[config.mk]
export PLATFORM = sky130hd
export DESIGN_NAME = load_sequencer
export DESIGN_NICKNAME = d
export VERILOG_FILES = /design/src/rtl/counter_pkg.sv /design/src/rtl/ser_shift_reg.sv /design/src/rtl/load_sequencer.sv
export SDC_FILE = /design/constraint.sdc
export NUM_CORES = 1
export LEC_CHECK = 0
export ABC_AREA = 1
export CAP_MARGIN = 20
export CORE_MARGIN = 5
export CORE_UTILIZATION = 52
export DETAILED_ROUTE_END_ITERATION = 10
export GPL_TIMING_DRIVEN = 0
export PLACE_DENSITY = 0.77
export REMOVE_ABC_BUFFERS = 1
export SETUP_SLACK_MARGIN = 0.05
export SLEW_MARGIN = 15
export SYNTH_ARGS = -nofsm -noshare
export SYNTH_HDL_FRONTEND = slang
export SYNTH_SLANG_ARGS = --single-unit
[constraint.sdc]
create_clock -name clk -period 1.44 [get_ports clk]
set_clock_uncertainty 0.1 [all_clocks]
set_input_delay 0.36 -clock clk [delete_from_list [all_inputs] [get_ports clk]]
set_output_delay 0.36 -clock clk [all_outputs]
set_load 0.05 [all_outputs]
[src/rtl/counter_pkg.sv]
`default_nettype none
// ============================================================================
// Module   : counter_pkg
// Purpose  : Shared definitions for the 4-bit loadable counter and the
//            serial load sequencer that feeds it.
// Contents : CNT_WIDTH        - counter / data word width
//            DEFAULT_TIMEOUT  - default idle-cycle limit while shifting
//            TMO_W            - width of the timeout counter (limit <= 255)
//            seq_state_t      - load sequencer state encoding
// Revision : 1.0 - initial release
// ============================================================================
package counter_pkg;

  localparam int CNT_WIDTH       = 4;
  localparam int DEFAULT_TIMEOUT = 15;
  localparam int TMO_W           = 8;

  typedef enum logic [2:0] {
    IDLE   = 3'd0,
    SHIFT  = 3'd1,
    SETUP  = 3'd2,
    LOAD   = 3'd3,
    VERIFY = 3'd4
  } seq_state_t;

endpackage : counter_pkg
`default_nettype wire

[src/rtl/ser_shift_reg.sv]
`default_nettype none
// ============================================================================
// Module   : ser_shift_reg
// Purpose  : WIDTH-bit MSB-first serial-to-parallel shift register with a
//            synchronous clear, a shift enable and a bit counter.
// Ports    : clk          - rising-edge clock
//            reset        - asynchronous active-low reset
//            i_clear      - clear word and bit count (has priority)
//            i_shift      - shift i_bit in this cycle
//            i_bit        - serial data bit
//            o_word_next  - word as it will be after shifting i_bit in
//            o_last       - this shift completes the WIDTH-bit word
// Revision : 1.0 - initial release
// ============================================================================
module ser_shift_reg
  import counter_pkg::*;
#(
  parameter int WIDTH = CNT_WIDTH
) (
  input  logic             clk,
  input  logic             reset,
  input  logic             i_clear,
  input  logic             i_shift,
  input  logic             i_bit,
  output logic [WIDTH-1:0] o_word_next,
  output logic             o_last
);

  localparam int CW = $clog2(WIDTH + 1);

  logic [WIDTH-1:0] r_word;
  logic [CW-1:0]    r_count;

  // Look-ahead word lets the parent capture the full word on the same edge
  // that accepts the final bit.
  assign o_word_next = {r_word[WIDTH-2:0], i_bit};
  assign o_last      = i_shift && (r_count == CW'(WIDTH - 1));

  always_ff @(posedge clk or negedge reset) begin
    if (!reset) begin
      r_word  <= '0;
      r_count <= '0;
    end else if (i_clear) begin
      r_word  <= '0;
      r_count <= '0;
    end else if (i_shift) begin
      r_word  <= o_word_next;
      r_count <= r_count + CW'(1);
    end
  end

endmodule : ser_shift_reg
`default_nettype wire

[src/rtl/load_sequencer.sv]
`default_nettype none
// ============================================================================
// Module   : load_sequencer
// Purpose  : Assembles a framed MSB-first serial word, presents it to the
//            loadable counter with one cycle of setup, pulses load, then
//            checks the counter's feedback value on the following cycle.
// Ports    : clk        - rising-edge clock (shared with the counter)
//            reset      - asynchronous active-low reset
//            start      - frame start request, honoured only when idle
//            ser_valid  - ser_in carries a bit this cycle
//            ser_in     - serial data bit, MSB first
//            cnt_in     - counter's current value
//            load       - one-cycle load strobe to the counter
//            data       - parallel word to the counter
//            busy       - high whenever a frame is in progress
//            done       - one-cycle pulse: counter took the word
//            err        - one-cycle pulse: bit timeout or verify mismatch
// Revision : 1.0 - initial release
// ============================================================================
module load_sequencer
  import counter_pkg::*;
#(
  parameter int WIDTH   = CNT_WIDTH,
  parameter int TIMEOUT = DEFAULT_TIMEOUT
) (
  input  logic             clk,
  input  logic             reset,
  input  logic             start,
  input  logic             ser_valid,
  input  logic             ser_in,
  input  logic [WIDTH-1:0] cnt_in,
  output logic             load,
  output logic [WIDTH-1:0] data,
  output logic             busy,
  output logic             done,
  output logic             err
);

  seq_state_t       r_state, w_state_next;
  logic [TMO_W-1:0] r_tmo,   w_tmo_next;
  logic [WIDTH-1:0] r_data,  w_data_next;
  logic             r_load,  w_load_next;
  logic             r_busy,  w_busy_next;
  logic             r_done,  w_done_next;
  logic             r_err,   w_err_next;

  logic             w_sr_clear;
  logic             w_sr_shift;
  logic             w_sr_last;
  logic [WIDTH-1:0] w_sr_word;

  // Bits are only accepted while shifting, so a bit arriving together with
  // start in IDLE is dropped.
  assign w_sr_clear = (r_state == IDLE) && start;
  assign w_sr_shift = (r_state == SHIFT) && ser_valid;

  ser_shift_reg #(
    .WIDTH (WIDTH)
  ) u_shift (
    .clk         (clk),
    .reset       (reset),
    .i_clear     (w_sr_clear),
    .i_shift     (w_sr_shift),
    .i_bit       (ser_in),
    .o_word_next (w_sr_word),
    .o_last      (w_sr_last)
  );

  always_comb begin
    w_state_next = r_state;
    w_tmo_next   = r_tmo;
    w_data_next  = r_data;
    w_load_next  = 1'b0;
    w_done_next  = 1'b0;
    w_err_next   = 1'b0;

    unique case (r_state)
      IDLE: begin
        if (start) begin
          w_state_next = SHIFT;
          w_tmo_next   = '0;
        end
      end

      SHIFT: begin
        if (ser_valid) begin
          w_tmo_next = '0;
          if (w_sr_last) begin
            w_data_next  = w_sr_word;
            w_state_next = SETUP;
          end
        end else if (r_tmo == TMO_W'(TIMEOUT - 1)) begin
          // This idle cycle is the TIMEOUT-th in a row: abandon the frame.
          w_tmo_next   = '0;
          w_err_next   = 1'b1;
          w_state_next = IDLE;
        end else begin
          w_tmo_next = r_tmo + TMO_W'(1);
        end
      end

      SETUP: begin
        // Registered load rises as we enter LOAD.
        w_load_next  = 1'b1;
        w_state_next = LOAD;
      end

      LOAD: begin
        w_state_next = VERIFY;
      end

      VERIFY: begin
        // Counter captured on the edge that ended LOAD; it must match now.
        if (cnt_in == r_data) begin
          w_done_next = 1'b1;
        end else begin
          w_err_next = 1'b1;
        end
        w_state_next = IDLE;
      end

      default: begin
        w_state_next = IDLE;
      end
    endcase

    w_busy_next = (w_state_next != IDLE);
  end

  always_ff @(posedge clk or negedge reset) begin
    if (!reset) begin
      r_state <= IDLE;
      r_tmo   <= '0;
      r_data  <= '0;
      r_load  <= 1'b0;
      r_busy  <= 1'b0;
      r_done  <= 1'b0;
      r_err   <= 1'b0;
    end else begin
      r_state <= w_state_next;
      r_tmo   <= w_tmo_next;
      r_data  <= w_data_next;
      r_load  <= w_load_next;
      r_busy  <= w_busy_next;
      r_done  <= w_done_next;
      r_err   <= w_err_next;
    end
  end

  assign load = r_load;
  assign data = r_data;
  assign busy = r_busy;
  assign done = r_done;
  assign err  = r_err;

endmodule : load_sequencer
`default_nettype wire

==> results_dict.tcl <==
set metrics [dict create \
    run_status "complete, but fails checks" \
    failed_checks "negative setup slack" \
    period_share_pct 101 \
    clock-root-buffer "sky130_fd_sc_hd__clkbuf_4" \
    post_drt_wl_per_cell_um 12.1 \
    final_number_of_setup_violating_endpoints 1 \
    post_drt_via_cell_ratio 5.11 \
    first_pass_grt_wire_length_um 4660 \
    final.hold.worst_slack_ns 0.401 \
    core-area_um2 2430 \
    die_x_um 59.8 \
    totalWireLength_um 2720 \
    floorplan.initialDensity_pct 53.1 \
    synthDominantAreaCellType "sky130_fd_sc_hd__dfrtp_1" \
    synth_area_per_inst_um2 7.97 \
    antenna-diode-count 0 \
    first_pass_iters 4 \
    fp-row-count 18 \
    nNetsFinal 208 \
    mostFrequentLayoutCells "42 x sky130_fd_sc_hd__nand2_1, 23 x sky130_fd_sc_hd__dfrtp_1, 20 x sky130_fd_sc_hd__nor2_1" \
    finalWorstSetupSlack_ns -0.0100 \
    dr.first_iter.drc_count 34 \
    via_count_of_the_first_global_routing_pass 1085 \
    setup.worst_path.class "primary input to register" \
    clkLatencyLatePin_ns 0.32 \
    clk_pin_slew_ns 0.13 \
    yosys_register_bits 25 \
    layout_cell_share_with_drive_strength_beyond_1_pct 24.2 \
    grtUsageTotal_pct 17.1 \
    number_of_hold_violations_in_the_final_report 0 \
    max_clock_freq_mhz 690 \
    cts_made_buffers 3 \
    tritoncts "yes" \
    synth_area_leaders "sky130_fd_sc_hd__dfrtp_1 48%, sky130_fd_sc_hd__nand2_1 13%, sky130_fd_sc_hd__nor2_1 6.4%" \
    area.growth.synth_to_final_pct 27.0 \
    mostFrequentLayoutCell "sky130_fd_sc_hd__nand2_1" \
    post_synth_num_cell_types 19 \
    netlist_area_um2 1290 \
    p_leak_uw 0.000871 \
    place.detailed.hpwl_um 1970 \
    grt_start_max_net_pins 26 \
    initial_antenna_violation_count 0 \
    max-slew-margin-rel_pct 63.2 \
    design.die.area_um2 3580 \
    stdcell_area_um2 1640 \
    dp_slack_ns -0.391 \
    synth_top_area_share_pct 48.4 \
    period_minus_slack_ns 1.45 \
    overflow 0 \
    worstPathArrival_ns 1.56 \
    n_fill_cell 195 \
    ant_nets 0 \
    cts-htree-levels 1 \
    place_area_um2 1480 \
    dr_total_vias 1144 \
    timing_max_transition_violations_final 0 \
    tritoncts_sink_count 25 \
    boundaryPins 17 \
    crit_path_cell_trace "clkdlybuf4s50_1 -> inv_2 -> nor2_4 -> nand2_4 -> buf_4 -> nand2_1 -> o21ai_0" \
    power_density_nw_per_um2 1590 \
    timing.critical_path.to_type "register" \
    place.port_buffers 16 \
    cp_data_required_time_ns 1.55 \
    die_h_um 59.8 \
    worst_ir_drop_vdd_uv 1140 \
    drc_violations_left 0 \
    synth_cells 162 \
    start_kind "primary input" \
    critPathSlowestCell "sky130_fd_sc_hd__clkdlybuf4s50_1" \
    worst_hold_path_type "register to register" \
    grt_setup_unrepaired "true" \
    drv.max_cap_violation_count 0 \
    ys_warns 0 \
    crit_fanout 6 \
    synth_seq_area_share_pct 48.4 \
    place.gp.congestion 0.765 \
    finish.utilization_pct 67.4 \
    worst-slew-pin-transition_ns 0.552 \
    cts_max_path_buffers 2 \
    cp_slowest_stage_delay_ns 0.56 \
]
[repair_timing]
item	in CTS	in global routing
endpoints found under the setup margin	35	22
gates resized for setup	49	24
hold buffers	0	1
pin swaps	1	5
buffers inserted	7	5
hold endpoints to repair	0	25
[cell usage after synthesis]
cell and number:
sky130_fd_sc_hd__a21oi_1 1, sky130_fd_sc_hd__nand4_1 5, sky130_fd_sc_hd__nand3_4 1, sky130_fd_sc_hd__nor3_1 1
sky130_fd_sc_hd__inv_1 19, sky130_fd_sc_hd__nor2_2 1, sky130_fd_sc_hd__buf_4 1, sky130_fd_sc_hd__o22ai_1 4
sky130_fd_sc_hd__xor2_1 5, sky130_fd_sc_hd__o21ai_0 8, sky130_fd_sc_hd__nor2_1 22, sky130_fd_sc_hd__inv_2 3
sky130_fd_sc_hd__nor2_4 1, sky130_fd_sc_hd__dfrtp_1 25, sky130_fd_sc_hd__nand3_1 11, sky130_fd_sc_hd__ha_1 4
sky130_fd_sc_hd__nand2_1 46, sky130_fd_sc_hd__nand2_4 1, sky130_fd_sc_hd__nand2_2 3
[layer usage]
| layer | vias to the layer above | global-route usage [%] | routed length [um] |
|---|---|---|---|
| met5 | - | 0 | 0 |
| met4 | 0 | 5.70 | 40 |
| met3 | 5 | 2.38 | 111 |
| met2 | 21 | 29.8 | 1410 |
| met1 | 542 | 21.7 | 1160 |
| li1 | 576 | - | - |
[kinds of logic after synthesis]
logic type	synth area share (%)
simple gates	31.9
xor+xnor	3.39
flops	48.4
fa+ha+maj	3.88
compound gates	5.43
buf+inv	6.98
[worst max-delay path: cells and delay by family]
family	cells	cell delay [ns]
buffers and inverters	3	0.82
AND/OR/NAND/NOR	3	0.29
AO/OA/AOI/OAI	1	0.09
[where the power goes]
group / leakage [uW] / internal [uW] / total (uW) / switching [uW]
sequential: 0.000332 / 885 / 1020 / 135
combinational: 0.000521 / 502 / 1280 / 774
clock: 0.0000177 / 104 / 314 / 210
[worst paths after layout]
kind	to	start	slack, ns	cells past startpoint
setup / recovery	data[1]	ser_valid	-0.01	7
hold / removal	r_state[2]	r_state[2]	0.40	1
setup reg to reg	data[1]	r_state[2]	0.05	7
hold reg to reg	r_state[2]	r_state[2]	0.40	1
max in group asynchronous	r_state[0]	reset	0.40	2
min in group asynchronous	done	reset	0.44	2
[per-stage QoR]
step           cells  TNS (ns)  power, uW
2_1_floorplan    161         0       1770
3_3_place_gp     207    -12.91       2040
3_5_place_dp     207    -14.08       2080
4_1_cts          218         0       2470
5_1_grt          224   -0.0868       2810
6_report         224   -0.0100       2610
[layout make-up]
| class | instances | area [um2] | share of cell area (%) |
|---|---|---|---|
| multi-input combinational | 114 | 603 | 36.8 |
| clock buffer | 3 | 22.5 | 1.37 |
| timing repair buffer | 29 | 262 | 15.9 |
| sequential | 25 | 628 | 38.3 |
| clock inverter | 1 | 5.00 | 0.305 |
| inverter | 22 | 82.6 | 5.03 |
| tap | 30 | 37.5 | 2.29 |
[sequential cells by signal, indices dropped and copies added (netlist names)]
| register | cells |
|---|---|
| u_shift.r_count | 3 |
| data | 4 |
| r_state | 3 |
| load | 1 |
| busy | 1 |
| done | 1 |
| err | 1 |
| r_tmo | 8 |
| u_shift.r_word | 3 |
No activity file was read; power rests on OpenSTA's default activity.
